`src/rtl/io_sw_debounce_if.sv`:
```
// Switch-port bundle between the raw switch pins and the debounced switch word.
// Latency: none (plain wiring); the debouncer registers every output.
// Backpressure: none; levels and pulses are free-running, i_ack is a level.
//
// Signals:
//   i_sw_raw     raw asynchronous switch levels (into the debouncer)
//   i_ack        clears the sticky changed flag (into the debouncer)
//   o_io_sw      debounced switch word
//   o_sw_rise    per-bit one-cycle pulse on an accepted 0->1
//   o_sw_fall    per-bit one-cycle pulse on an accepted 1->0
//   o_sw_changed sticky "some switch changed since last ack"
//   o_tick       one-cycle sample-strobe pulse
interface io_sw_debounce_if #(
  parameter int WIDTH = 32
);
  logic [WIDTH-1:0] i_sw_raw;
  logic             i_ack;
  logic [WIDTH-1:0] o_io_sw;
  logic [WIDTH-1:0] o_sw_rise;
  logic [WIDTH-1:0] o_sw_fall;
  logic             o_sw_changed;
  logic             o_tick;

  // Stimulus / software side.
  modport master (
    output i_sw_raw, i_ack,
    input  o_io_sw, o_sw_rise, o_sw_fall, o_sw_changed, o_tick
  );

  // Debouncer side.
  modport slave (
    input  i_sw_raw, i_ack,
    output o_io_sw, o_sw_rise, o_sw_fall, o_sw_changed, o_tick
  );
endinterface

```
`src/rtl/io_sw_debounce.sv`:
```
// Slide-switch conditioner: 2-flop sync, divided-tick sampling, N-equal-sample acceptance.
// Latency: 2 sync edges + STABLE_SAMPLES ticks (TICK_DIV=1: STABLE_SAMPLES+2 edges).
// Backpressure: none; outputs are registered levels/pulses, i_ack clears the sticky flag.
//
// Ports:
//   i_clk    system clock
//   i_reset  asynchronous active-high reset
//   bus      io_sw_debounce_if.slave: raw switches and ack in; debounced word,
//            edge pulses, sticky changed flag and sample strobe out
module io_sw_debounce #(
  parameter int WIDTH          = 32,
  parameter int TICK_DIV       = 50000,
  parameter int STABLE_SAMPLES = 4
) (
  input  logic              i_clk,
  input  logic              i_reset,
  io_sw_debounce_if.slave   bus
);

  localparam int CNT_W = (TICK_DIV > 1) ? $clog2(TICK_DIV) : 1;

  logic [CNT_W-1:0]                      tick_cnt;
  logic                                  tick;
  logic [WIDTH-1:0]                      sync1;
  logic [WIDTH-1:0]                      sync2;
  logic [WIDTH-1:0][STABLE_SAMPLES-1:0]  hist;
  logic [WIDTH-1:0][STABLE_SAMPLES-1:0]  hist_nxt;
  logic [WIDTH-1:0]                      sw_nxt;
  logic                                  sw_diff;

  // With TICK_DIV=1 the counter is pinned at 0 and tick is permanently high.
  assign tick = (tick_cnt == CNT_W'(TICK_DIV - 1));

  // Shifted history including the sample taken on this edge; acceptance looks
  // at this value so a level is taken on the same tick that completes the run.
  always_comb begin
    hist_nxt = hist;
    sw_nxt   = bus.o_io_sw;
    for (int b = 0; b < WIDTH; b++) begin
      hist_nxt[b] = {hist[b][STABLE_SAMPLES-2:0], sync2[b]};
      if (&hist_nxt[b]) begin
        sw_nxt[b] = 1'b1;
      end else if (~|hist_nxt[b]) begin
        sw_nxt[b] = 1'b0;
      end
    end
  end

  assign sw_diff = tick && (sw_nxt != bus.o_io_sw);

  always_ff @(posedge i_clk or posedge i_reset) begin
    if (i_reset) begin
      tick_cnt         <= '0;
      sync1            <= '0;
      sync2            <= '0;
      hist             <= '0;
      bus.o_io_sw      <= '0;
      bus.o_sw_rise    <= '0;
      bus.o_sw_fall    <= '0;
      bus.o_sw_changed <= 1'b0;
      bus.o_tick       <= 1'b0;
    end else begin
      sync1      <= bus.i_sw_raw;
      sync2      <= sync1;
      bus.o_tick <= tick;

      if (tick) begin
        tick_cnt <= '0;
      end else begin
        tick_cnt <= tick_cnt + 1'b1;
      end

      if (tick) begin
        hist          <= hist_nxt;
        bus.o_io_sw   <= sw_nxt;
        bus.o_sw_rise <= sw_nxt & ~bus.o_io_sw;
        bus.o_sw_fall <= ~sw_nxt & bus.o_io_sw;
      end else begin
        bus.o_sw_rise <= '0;
        bus.o_sw_fall <= '0;
      end

      // A change on the same edge as an ack keeps the flag set.
      if (sw_diff) begin
        bus.o_sw_changed <= 1'b1;
      end else if (bus.i_ack) begin
        bus.o_sw_changed <= 1'b0;
      end
    end
  end

endmodule
```
`src/flat_wrapper.sv`:
```
// flat-port wrapper written by rule: the top's interface ports become plain ports
module io_sw_debounce_flat 
#(
  parameter int WIDTH          = 32,
  parameter int TICK_DIV       = 50000,
  parameter int STABLE_SAMPLES = 4
)
  (i_clk, i_reset, bus_i_sw_raw, bus_i_ack, bus_o_io_sw, bus_o_sw_rise, bus_o_sw_fall, bus_o_sw_changed, bus_o_tick);
  io_sw_debounce_if #(.WIDTH(WIDTH)) bus_i ();
  input  logic i_clk;
  input  logic i_reset;
  input wire logic [$bits(bus_i.i_sw_raw)-1:0] bus_i_sw_raw;
  input wire logic [$bits(bus_i.i_ack)-1:0] bus_i_ack;
  output wire logic [$bits(bus_i.o_io_sw)-1:0] bus_o_io_sw;
  output wire logic [$bits(bus_i.o_sw_rise)-1:0] bus_o_sw_rise;
  output wire logic [$bits(bus_i.o_sw_fall)-1:0] bus_o_sw_fall;
  output wire logic [$bits(bus_i.o_sw_changed)-1:0] bus_o_sw_changed;
  output wire logic [$bits(bus_i.o_tick)-1:0] bus_o_tick;
  assign bus_i.i_sw_raw = bus_i_sw_raw;
  assign bus_i.i_ack = bus_i_ack;
  assign bus_o_io_sw = bus_i.o_io_sw;
  assign bus_o_sw_rise = bus_i.o_sw_rise;
  assign bus_o_sw_fall = bus_i.o_sw_fall;
  assign bus_o_sw_changed = bus_i.o_sw_changed;
  assign bus_o_tick = bus_i.o_tick;
  io_sw_debounce #(.WIDTH(WIDTH), .TICK_DIV(TICK_DIV), .STABLE_SAMPLES(STABLE_SAMPLES)) u_core (.i_clk(i_clk), .i_reset(i_reset), .bus(bus_i));
endmodule
```
`config.mk`:
```
export PLATFORM = sky130hd
export DESIGN_NAME = io_sw_debounce_flat
export DESIGN_NICKNAME = d
export VERILOG_FILES = /design/src/rtl/io_sw_debounce_if.sv /design/src/rtl/io_sw_debounce.sv /design/src/flat_wrapper.sv
export SDC_FILE = /design/constraint.sdc
export NUM_CORES = 1
export LEC_CHECK = 0
export BUFFER_PORTS_ARGS = -buffer_cell sky130_fd_sc_hd__buf_4
export CORE_ASPECT_RATIO = 1.75
export CORE_MARGIN = 2
export CORE_UTILIZATION = 62
export DETAILED_ROUTE_END_ITERATION = 10
export GPL_TIMING_DRIVEN = 0
export PLACE_DENSITY = 0.87
export SLEW_MARGIN = 30
export SYNTH_ARGS = -nofsm -noshare
export SYNTH_HDL_FRONTEND = slang
export SYNTH_SLANG_ARGS = --single-unit
```
`constraint.sdc`:
```
create_clock -name i_clk -period 15.8 [get_ports i_clk]
set_clock_uncertainty 0.05 [all_clocks]
set_input_delay 4.74 -clock i_clk [delete_from_list [all_inputs] [get_ports i_clk]]
set_output_delay 4.74 -clock i_clk [all_outputs]
set_load 0.1 [all_outputs]
```
==> key figures <==
Clocking
  • TritonCTS clock tree: done
  • Max H-tree Level: 1
  • Clk sinks: between 200 and 300
  • Clock latency of the later-clocked register in the worst-skew pair: between 0.5 and 0.6 ns
  • Number of cells upsized or downsized after cts: 0
  • Clock edge transition at the registers on the reported setup and hold paths: 0.07 ns
  • Count of hold-fix buffers inserted at cts: 0
  • Num CTS Buffers: 24
  • CTS root buffer: sky130_fd_sc_hd__clkbuf_16
  • Post-CTS Setup Repair Bufs: 0
  • Maximum buffer depth of the clock tree: 3

Synth
  • Cell with the most instances after synthesis: sky130_fd_sc_hd__nand2_1
  • Most used flip-flop cell after synthesis: sky130_fd_sc_hd__dfrtp_1
  • Number of flops mapped to enable cells by yosys: 0
  • Share of cell area taken by muxes after synthesis: 0
  • Gate Count Post-Synth: ~1100
  • Post-Synthesis Net Count: roughly 1200
  • Post-Synth XOR/XNOR Area: 0.00953
  • Mapped Area: 11000 µm²
  • Synth area leader: sky130_fd_sc_hd__dfrtp_1
  • Adder-cell share of the synthesized area: 0.0737
  • Simple-gate share of the synthesized area: 0.222
  • Share of synthesized area occupied by flip-flops and latches: 0.621
  • Count of state elements after synthesis: about 270
  • Largest family of logic cells by synthesized area: simple AND/OR/NAND/NOR gates
  • Top-area cell type share of the netlist area: 0.621
  • Number of warnings printed during yosys synthesis: 0
  • Post-synth ARST share: 1.00
  • Synthesized area per cell: roughly 10 µm²
  • Most frequent cells after synthesis: sky130_fd_sc_hd__nand2_1 (356), sky130_fd_sc_hd__dfrtp_1 (274), sky130_fd_sc_hd__inv_1 (68)
  • Share of the synthesized area in compound gates (AO/OA/AOI/OAI): 0.0319
  • Cells taking the most area after synthesis: sky130_fd_sc_hd__dfrtp_1 (62%), sky130_fd_sc_hd__nand2_1 (12%), sky130_fd_sc_hd__ha_1 (7.4%)
  • Number of distinct library cells after synthesis: 33

Drt
  • Drt first-iter violations: approximately 410
  • Count of nets left with antenna violations after detail routing: 0
  • Overall via count from detail_route: slightly below 8000
  • Number of iterations in the first detailed-routing pass: 5
  • Average vias per placed instance: between 5 and 6
  • Detailed-route DRC error count: 0
  • Wire per inst: about 16 µm
  • Aggregate routed wire length: 23600 µm

Floorplan
  • Cell row count: 64
  • Overall die height: approximately 180 µm
  • Core Footprint: about 17000 µm²
  • Effective utilization at floorplan: 0.632
  • Overall die area: approximately 19000 µm²
  • Die W: between 100 and 150 µm
  • Count of pins on the block boundary: 133

Timing
  • Achievable frequency: 0.165 GHz
  • RSZ-0062 raised after global routing: false
  • Fin crit share: 0.383
  • Number of pins with negative max-slew slack in the final report: 0
  • Final hold viol count: 0
  • Final Critical Period: ~6 ns
  • Setup tns final: 0 ns
  • Measured slew at the worst slew-check pin: approximately 0.69 ns
  • Worst max-slew margin expressed relative to the limit: 0.539
  • Final setup violation count: 0

Final layout
  • Antenna Cells: 0
  • Cell area after layout: between 10000 and 15000 µm²
  • Synth-to-layout area growth: 20.5%
  • Fin nets: about 1300
  • Share of post-route cells with drive strength above 1: 0.163

Critical path
  • Worst Setup Start Kind: register
  • Critical Path RT: between 10 and 15 ns
  • CP Class: reg2out
  • Number of buffers and inverters on the critical path: 1
  • Data arrival time of the critical path: between 1 and 1.5 ns
  • Max FO, Critical Path: 4
  • Cell chain of the critical path: buf_4
  • Family with the most delay on the worst path: flip-flops
  • Standard cell with the maximum stage delay on the critical path: sky130_fd_sc_hd__dfrtp_1
  • Slowest cell delay on critical path: between 0.4 and 0.5 ns
  • Type of destination of the critical path: output pin

Outcome
  • Result of the run: finished clean

Global routing
  • Total routing resource utilization after global routing: 0.260
  • Total congestion overflow after global routing: 0
  • First-pass GRT wire length: 39400 µm
  • Antenna violations before repair: 0
  • Number of global-route vias before repair: around 8200
  • Pin count of the biggest net entering global routing: a little under 80

Place
  • # port buffers: 132
  • Final HPWL from detailed placement: roughly 16000 µm
  • Final estimated routing congestion in global placement: around 0.85
  • DP Area: roughly 12000 µm²

Pwr
  • Areal power density over the cells: 104 nW/µm²
  • Power consumption: 1.39 mW
  • Static leakage: roughly 7.3 nW
  • Worst ir drop on vdd: between 0.1 and 0.15 mV

Flow run
  • Number of violations of the max-capacitance limit: 0

Min path
  • Type of the worst min-delay path: reg2reg
per-stage QoR:
step | instances | util | worst slack [ns] | hold WS (ns)
6_report | 1494 | 0.762 | 9.74 | 0.297
5_1_grt | 1494 | 0.762 | 9.71 | 0.302
4_1_cts | 1494 | 0.762 | 9.74 | 0.298
3_5_place_dp | 1450 | 0.711 | 9.86 | 0.286
3_3_place_gp | 1447 | 0.705 | 0.994 | 0.282
2_1_floorplan | 1084 | - | 3.46 | 0.281
layout make-up:
| cell class | instances | area [µm²] |
|---|---|---|
| Timing Repair Buffer | 135 | 1070 |
| Tap cell | 231 | 289 |
| Clock buffer | 33 | 706 |
| Clock inverter | 11 | 191 |
| Sequential cell | 274 | 6860 |
| Fill cell | 1155 | 4160 |
| Inverter | 69 | 267 |
| Multi-Input combinational cell | 705 | 3720 |
| Buffer | 36 | 196 |
layout by cell type (no fill, tap or decap), types with 2 or more instances in the layout:
cell type,Yosys,final
sky130_fd_sc_hd__o21ai_0,33,33
sky130_fd_sc_hd__nor2_1,41,41
sky130_fd_sc_hd__a21oi_1,33,33
sky130_fd_sc_hd__nor3_1,35,35
sky130_fd_sc_hd__buf_2,10,10
sky130_fd_sc_hd__clkinvlp_4,0,3
sky130_fd_sc_hd__nand3_1,39,39
sky130_fd_sc_hd__inv_1,68,67
sky130_fd_sc_hd__nand4_1,10,10
sky130_fd_sc_hd__clkbuf_8,0,5
sky130_fd_sc_hd__xor2_1,7,7
sky130_fd_sc_hd__dfrtp_1,274,274
sky130_fd_sc_hd__clkbuf_1,15,18
sky130_fd_sc_hd__buf_16,0,3
sky130_fd_sc_hd__buf_6,2,2
sky130_fd_sc_hd__and2_1,65,65
sky130_fd_sc_hd__buf_4,9,141
sky130_fd_sc_hd__or4_1,2,2
sky130_fd_sc_hd__clkbuf_16,0,25
sky130_fd_sc_hd__ha_1,65,65
sky130_fd_sc_hd__clkinv_2,0,2
sky130_fd_sc_hd__nand2_1,356,356
sky130_fd_sc_hd__xnor2_1,5,5
sky130_fd_sc_hd__bufinv_16,0,5
layer usage:
layer / vias up / part of all wire / global-route usage
met5: - / 0 / 0
met4: 0 / 0.041 / 0.115
met3: 66 / 0.055 / 0.0387
met2: 241 / 0.54 / 0.472
met1: 3857 / 0.36 / 0.302
li1: 3740 / - / -
report_power, final:
part	internal, mW	leakage (nW)	switching [mW]
Clock	0.396	0.431	0.252
Combinational	0.00934	3.23	0.0158
Sequential	0.710	3.67	0.00510
worst paths after layout:
kind,endpoint,slack [ns],cells past startpoint,start
setup / recovery,bus_o_io_sw[4],9.74,1,u_core.bus.o_io_sw[4]
hold / removal,u_core.sync2[18],0.30,0,u_core.sync1[18]
setup reg to reg,u_core.bus.o_sw_changed,13.13,9,u_core.sync2[21]
hold reg to reg,u_core.sync2[18],0.30,0,u_core.sync1[18]
max in group asynchronous,u_core.hist[46],10.46,4,i_reset
min in group asynchronous,u_core.bus.o_sw_fall[26],4.21,2,i_reset
sequential cells by signal (all words and copies together) (netlist names):
register / count
u_core.bus.o_sw_changed: 1
u_core.tick_cnt: 16
u_core.bus.o_sw_rise: 32
u_core.bus.o_io_sw: 32
u_core.hist: 96
u_core.sync1: 32
u_core.sync2: 32
u_core.bus.o_sw_fall: 32
u_core.bus.o_tick: 1
kinds of logic after synthesis:
family | Yosys count
AND/OR/NAND/NOR | 559
flip-flops | 274
buffers and inverters | 105
AO/OA/AOI/OAI | 69
adder cells (fa/ha/maj) | 65
XOR/XNOR | 12
Note: power is estimated with default switching activity, not from simulation.
